**config.mk**
```make
export PLATFORM = sky130hd
export DESIGN_NAME = nibble_alu_sequencer
export DESIGN_NICKNAME = d
export VERILOG_FILES = /design/src/rtl/nibble_alu_sequencer_pkg.sv /design/src/rtl/nibble_alu_sequencer.sv
export SDC_FILE = /design/constraint.sdc
export NUM_CORES = 1
export LEC_CHECK = 0
export CAP_MARGIN = 10
export CORE_MARGIN = 4
export CORE_UTILIZATION = 30
export DETAILED_ROUTE_END_ITERATION = 6
export SYNTH_ARGS = -nofsm -noshare
export SYNTH_HDL_FRONTEND = slang
export SYNTH_SLANG_ARGS = --single-unit
```
**constraint.sdc**
```tcl
create_clock -name clk -period 3 [get_ports clk]
set_clock_uncertainty 0.15 [all_clocks]
set_input_delay 0.6 -clock clk [delete_from_list [all_inputs] [get_ports clk]]
set_output_delay 0.6 -clock clk [all_outputs]
set_load 0.05 [all_outputs]
```
**src/rtl/nibble_alu_sequencer_pkg.sv**
```systemverilog
// Shared types and constants for the nibble ALU sequencer.
// Holds the FSM state encoding and the add/sub opcode values.
package nibble_alu_sequencer_pkg;

    typedef enum logic [1:0] {
        IDLE,
        ISSUE,
        GAP,
        DONE
    } state_e;

    localparam int NIBBLE_W = 4;

    localparam logic OP_ADD = 1'b0;
    localparam logic OP_SUB = 1'b1;

endpackage

```
**src/rtl/nibble_alu_sequencer.sv**
```systemverilog
// Sequences a WIDTH-bit add/sub as LSB-first nibble passes
// through one external 4-bit adder over an en/ready handshake.
module nibble_alu_sequencer #(
    parameter int WIDTH   = 8,
    parameter int TIMEOUT = 64
) (
    input  logic             clk,
    input  logic             reset,
    input  logic             start,
    input  logic             op,
    input  logic [WIDTH-1:0] a,
    input  logic [WIDTH-1:0] b,
    output logic [WIDTH-1:0] result,
    output logic             carry,
    output logic             overflow,
    output logic             err,
    output logic             busy,
    output logic             done,
    output logic             add_en,
    output logic [3:0]       add_a,
    output logic [3:0]       add_b,
    output logic             add_cin,
    input  logic [3:0]       add_sum,
    input  logic             add_cout,
    input  logic             add_ready
);
    import nibble_alu_sequencer_pkg::*;

    localparam int NIBS  = WIDTH / NIBBLE_W;
    localparam int IDX_W = (NIBS > 1) ? $clog2(NIBS) : 1;
    localparam int CNT_W = $clog2(TIMEOUT);
    localparam int MSB   = WIDTH - 1;

    localparam logic [IDX_W-1:0] LAST_IDX = IDX_W'(NIBS - 1);
    localparam logic [CNT_W-1:0] LAST_CNT = CNT_W'(TIMEOUT - 1);

    state_e state_q, state_d;

    logic [WIDTH-1:0] a_q;
    logic [WIDTH-1:0] b_q;
    logic             cy_q;
    logic [IDX_W-1:0] idx_q;
    logic [CNT_W-1:0] wait_cnt;

    logic accept;
    logic nib_wr;
    logic nib_adv;
    logic to_err;
    logic enter_done;

    always_ff @(posedge clk or posedge reset) begin
        if (reset) state_q <= IDLE;
        else       state_q <= state_d;
    end

    always_comb begin
        state_d = state_q;
        accept  = 1'b0;
        nib_wr  = 1'b0;
        nib_adv = 1'b0;
        to_err  = 1'b0;
        busy    = (state_q != IDLE);
        done    = 1'b0;
        add_en  = 1'b0;
        unique case (state_q)
            IDLE: begin
                if (start) begin
                    accept  = 1'b1;
                    state_d = ISSUE;
                end
            end
            ISSUE: begin
                add_en = 1'b1;
                if (add_ready) begin
                    nib_wr  = 1'b1;
                    state_d = GAP;
                end else if (wait_cnt == LAST_CNT) begin
                    to_err  = 1'b1;
                    state_d = DONE;
                end
            end
            GAP: begin
                if (idx_q == LAST_IDX) begin
                    state_d = DONE;
                end else begin
                    nib_adv = 1'b1;
                    state_d = ISSUE;
                end
            end
            DONE: begin
                done    = 1'b1;
                state_d = IDLE;
            end
            default: state_d = IDLE;
        endcase
    end

    assign enter_done = (state_d == DONE) && (state_q != DONE);

    assign add_a   = a_q[NIBBLE_W*idx_q +: NIBBLE_W];
    assign add_b   = b_q[NIBBLE_W*idx_q +: NIBBLE_W];
    assign add_cin = cy_q;

    always_ff @(posedge clk or posedge reset) begin
        if (reset) begin
            a_q      <= '0;
            b_q      <= '0;
            cy_q     <= 1'b0;
            idx_q    <= '0;
            wait_cnt <= '0;
            result   <= '0;
            carry    <= 1'b0;
            overflow <= 1'b0;
            err      <= 1'b0;
        end else begin
            if (accept) begin
                a_q    <= a;
                b_q    <= (op == OP_ADD) ? b : ~b;
                cy_q   <= (op == OP_SUB);
                idx_q  <= '0;
                result <= '0;
                err    <= 1'b0;
            end
            if (state_q == ISSUE) wait_cnt <= wait_cnt + 1'b1;
            else                  wait_cnt <= '0;
            if (nib_wr) begin
                result[NIBBLE_W*idx_q +: NIBBLE_W] <= add_sum;
                cy_q <= add_cout;
            end
            if (nib_adv) idx_q <= idx_q + 1'b1;
            if (to_err)  err   <= 1'b1;
            // Result is already final on the GAP->DONE edge; a timeout never flags overflow.
            if (enter_done) begin
                carry    <= cy_q;
                overflow <= !to_err && (a_q[MSB] == b_q[MSB])
                            && (result[MSB] != a_q[MSB]);
            end
        end
    end

endmodule

```
* Word-level counts from Yosys, hierarchy flattened
Index checks and enable logic that the tools add are counted.
Operators by class: add/sub/neg operators 3, equality and inequality tests 8, shifts and indexed selects 4, muxes and demuxes 26, bitwise logic cells 1, reduce and logical (&&, ||, !) cells 9
Operators with widths (count):
- $neg 3->34 | 1
- $shift 4x34->8 const A | 1
- $shiftx 4x34->8 | 1
- $mux 8 | 3
- $mux 1 | 16
- $shiftx 8x4->4 | 2
- $bwmux 8 | 1
- $mux 2 | 4
- $not 8->8 | 1
- $pmux 2 s4 | 1
- $reduce_bool 2->1 | 4
- $add 6x1->6 const B | 1
- $eq 2x2->1 const B | 3
- $eq 6x6->1 const B | 1
- $mux 6 | 1
- $logic_and 1x1->1 | 3
- $eq 2x1->1 const B | 1
- $logic_not 2->1 | 1
- $ne 2x2->1 const B | 1
- $add 1x1->1 const B | 1
- $eq 1x1->1 | 1
- $logic_not 1->1 | 1
- $ne 1x1->1 | 1
Word-level totals: register bits 37

* Depth between registers and ports, before layout
word-level depth 7, depth in mapped cells 6, depth with buffers taken out 5

* Least setup slack after synthesis
No wires, ideal clock.
path kind flip-flop to output port, start register idx_q, end output port add_a[0], arrival time 1.020 ns, path slack 1.230 ns, cell stages (with the launch flop) 3, cells stage by stage dfrtp_1 buf_2 mux2_2
On the way: longest elaborated chain between the ends 1
RTL lines:
- start, declared | RTL line nibble_alu_sequencer.sv:42 | logic [IDX_W-1:0] idx_q;
- start signal, assigned | RTL line nibble_alu_sequencer.sv:130 | if (nib_adv) idx_q <= idx_q + 1'b1;
- $shiftx 8x4->4 | RTL line nibble_alu_sequencer.sv:100 | assign add_a = a_q[NIBBLE_W*idx_q +: NIBBLE_W];
- end, declared | RTL line nibble_alu_sequencer.sv:20 | output logic [3:0] add_a,
No other way between the ends.

* Worst setup path after layout
start register state_q[0], end output port add_en
On the way: longest elaborated chain between the ends 2
RTL lines:
- start, declared | RTL line nibble_alu_sequencer.sv:37 | state_e state_q, state_d;
- start signal, assigned | RTL line nibble_alu_sequencer.sv:53 | else state_q <= state_d;
- $eq 2x1->1 | RTL line nibble_alu_sequencer.sv:65 | unique case (state_q)
- $mux 1 | RTL line nibble_alu_sequencer.sv:65
- end, declared | RTL line nibble_alu_sequencer.sv:19 | output logic add_en,
No other way between the ends.

==> results.cfg <==
[run_status]
status = complete, no violations

[clock_network]
cts_setup_buffers = 0
root_buffer = clkbuf_8
cts_tree = done
cts_buffers = 5
htree_levels = 2
clk_path_buf_depth = 2
clk_pin_slew_ns = 0.07
clock_latency_ns = 0.29
hold_buffers = 0
cts_resized = 0
clock_sinks = 37

[sta]
finalCriticalPeriod_ns = 2.750
fmax_mhz = 363.6
rsz0062_at_grt = false
finalSetupTns_ns = 0
final-hold-violation-count = 0
setup_viol = 0
relSlewSlack = 0.6316
whs_ns = 0.3223
slew_violations = 0
fin_ws_ns = 0.2501
fin_crit_sh = 0.9166
worstMarginPinSlew_ns = 0.5508

[placed_design]
post-place-ws_ns = 0.5595
place.gp.congestion = 0.7781
place_area_sq_um = 2301
hpwl_microns = 2672
portBuffers = 48

[yosys]
ys_warn_count = 0
synth_compound_area_frac = 0.07955
syn_area_sq_um = 1793
synth_top_family_by_area = simple AND/OR/NAND/NOR gates
ys_ff_latch = 37
async_flop_share = 1.000
yosys.area_share.simple = 0.2163
syn_nets = 202
yosysTopAreaCell = dfrtp_1
synth_fa_ha_area_frac = 0.006978
ys_top_cells_by_count = 52 x nand2_1, 37 x dfrtp_1, 10 x nor2_1, 10 x xnor2_1
synth_cells = 175
yosysSeqAreaShare = 0.5164
synth-edff-count = 0
synth.most_common_cell = nand2_1
synthTopCellsByArea = dfrtp_1 52%, nand2_1 11%, mux2_2 5.0%, xnor2_1 4.9%, o21ai_2 3.9%
muxShareOfSynthArea = 0.06420
synth_ff_type = dfrtp_1
synth_xor_area_frac = 0.05862
synth_top_area_frac = 0.5164
avgSynthCellArea_sq_um = 10.25
yosys.cell_types.count = 32

[power_and_ir_drop]
p_sw_frac = 0.4685
p_int_uw = 1414
power_frac_seq = 0.326
power_leakage_uw = 0.001078
vdd_drop_max_v = 0.0004616
p_per_area_nw_per_um2 = 1117
p_switching_uw = 1246
power_frac_comb = 0.551
p_clk_frac = 0.123

[setup_path]
critical_path_class = flip-flop to output pin
start_kind = flip-flop
worstPathMaxFanout = 11
critical_path.max_stage_delay_ns = 0.82
end_kind = output pin
slowest_stage = clkdlybuf4s50_1
reg2reg_depth = 4
path_cells = nand2b_4 -> inv_1 -> clkdlybuf4s50_1
crit_required_ns = 2.25
crit_arrival_ns = 2.00

[global_routing]
overflow = 0
grt_pass1_wl_microns = 6706
grt.total_usage = 0.1167
grt_antenna_before_repair = 0
grt_pass1_vias = 1385
grt_max_degree = 38

[finish]
layout-drive-gt1-share = 0.1504
fillers = 586
final_core_util = 0.4220
fin_nets = 252
multi_input_area_sq_um = 763.2
seq_area_sq_um = 925.9
fin_area_sq_um = 2381
diodes = 0
area_growth_syn_to_layout_pct = 32.80

[floorplanning]
die_area_sq_um = 7278
die_w_microns = 85.31
core_sq_um = 5642
die_h_microns = 85.31
pin_count = 49
core.rowCount = 27
initial_core_util = 0.3178

[route]
postRouteAntennaNets = 0
vias_per_cell = 4.396
drcViolationCount = 0
via_count = 1310
first_pass_iters = 4
wl_per_cell_microns = 12.56
first_iter_violations = 97
drt-total-wl_microns = 3744

[job]
cap_violations = 0

[worst_hold_path]
hold_path.class = flip-flop to flip-flop
hold_path_depth = 2
-- worst max-delay path: cells and delay by family (launching register included) --
family                 cells  cell delay (ns)
buffers and inverters      2             0.96
flip-flops                 1             0.61
AND/OR/NAND/NOR            1             0.14
-- placed cells by master (no fill, tap or decap), types with 2 or more instances in the layout --
master           Yosys  layout
nand2_1             52      52
clkdlybuf4s50_1      0      48
dfrtp_1             37      37
nor2_1              10      10
xnor2_1             10      10
o21ai_2              8       8
mux2_2               8       8
nand3_1              7       7
inv_1                5       5
o21ai_0              5       5
clkbuf_8             0       5
clkbuf_1             0       3
buf_4                0       3
nand3b_1             2       2
xor2_1               2       2
and2_1               2       2
or2_2                2       2
o21ai_1              2       2
nand2_2              2       2
-- per-stage QoR --
stage,cells,power [uW]
after floorplan,175,1961
after global placement,290,2347
after detailed placement,290,2360
after CTS,298,2696
after global routing,298,2850
final,298,2660
-- power by group through the flow --
stage	logic, uW	registers [uW]	clock network [uW]
after floorplan	948	1010	0
after global placement	1470	879	0
after detailed placement	1480	879	0
final	1460	867	328
after global routing	1580	907	367
after CTS	1480	872	339
-- cell families (layout without fill, tap and decap cells) --
family,after synthesis,after routing
multiplexers,10,10
AO/OA/AOI/OAI,19,19
adder cells (fa/ha/maj),1,1
flip-flops,37,37
XOR/XNOR,12,12
AND/OR/NAND/NOR,83,83
buffers and inverters,13,64
-- layer usage --
metal / track usage / routed length [microns]
met2: 0.1688 / 1591
met1: 0.1639 / 1874
met4: 0.03022 / 42
met5: 0 / 0
met3: 0.04369 / 235
-- registers in the layout, summed over array words and instances (netlist names) --
name,count
result,8
b_q,8
wait_cnt,6
idx_q,1
overflow,1
err,1
state_q,2
add_cin,1
a_q,8
carry,1
-- layout make-up --
class,count,share of cell area
multi-input cells,125,0.3205
well taps,72,0.03784
flip-flops and latches,37,0.3889
repair buffers,51,0.2112
inverters,5,0.007882
clock buffers,8,0.03363
-- final timing paths --
check	end	slack, ns	from
worst max-delay path	add_en	0.25	state_q[0]$_DFF_PP0_
worst min-delay path	b_q[0]$_DFFE_PP0P_	0.32	b_q[0]$_DFFE_PP0P_
worst max register to register	add_cin$_DFFE_PP0P_	1.13	state_q[0]$_DFF_PP0_
worst min register to register	b_q[0]$_DFFE_PP0P_	0.32	b_q[0]$_DFFE_PP0P_
max in group asynchronous	b_q[0]$_DFFE_PP0P_	1.79	reset
min in group asynchronous	state_q[1]$_DFF_PP0_	0.58	reset
Note: power is estimated with default switching activity, not from simulation.
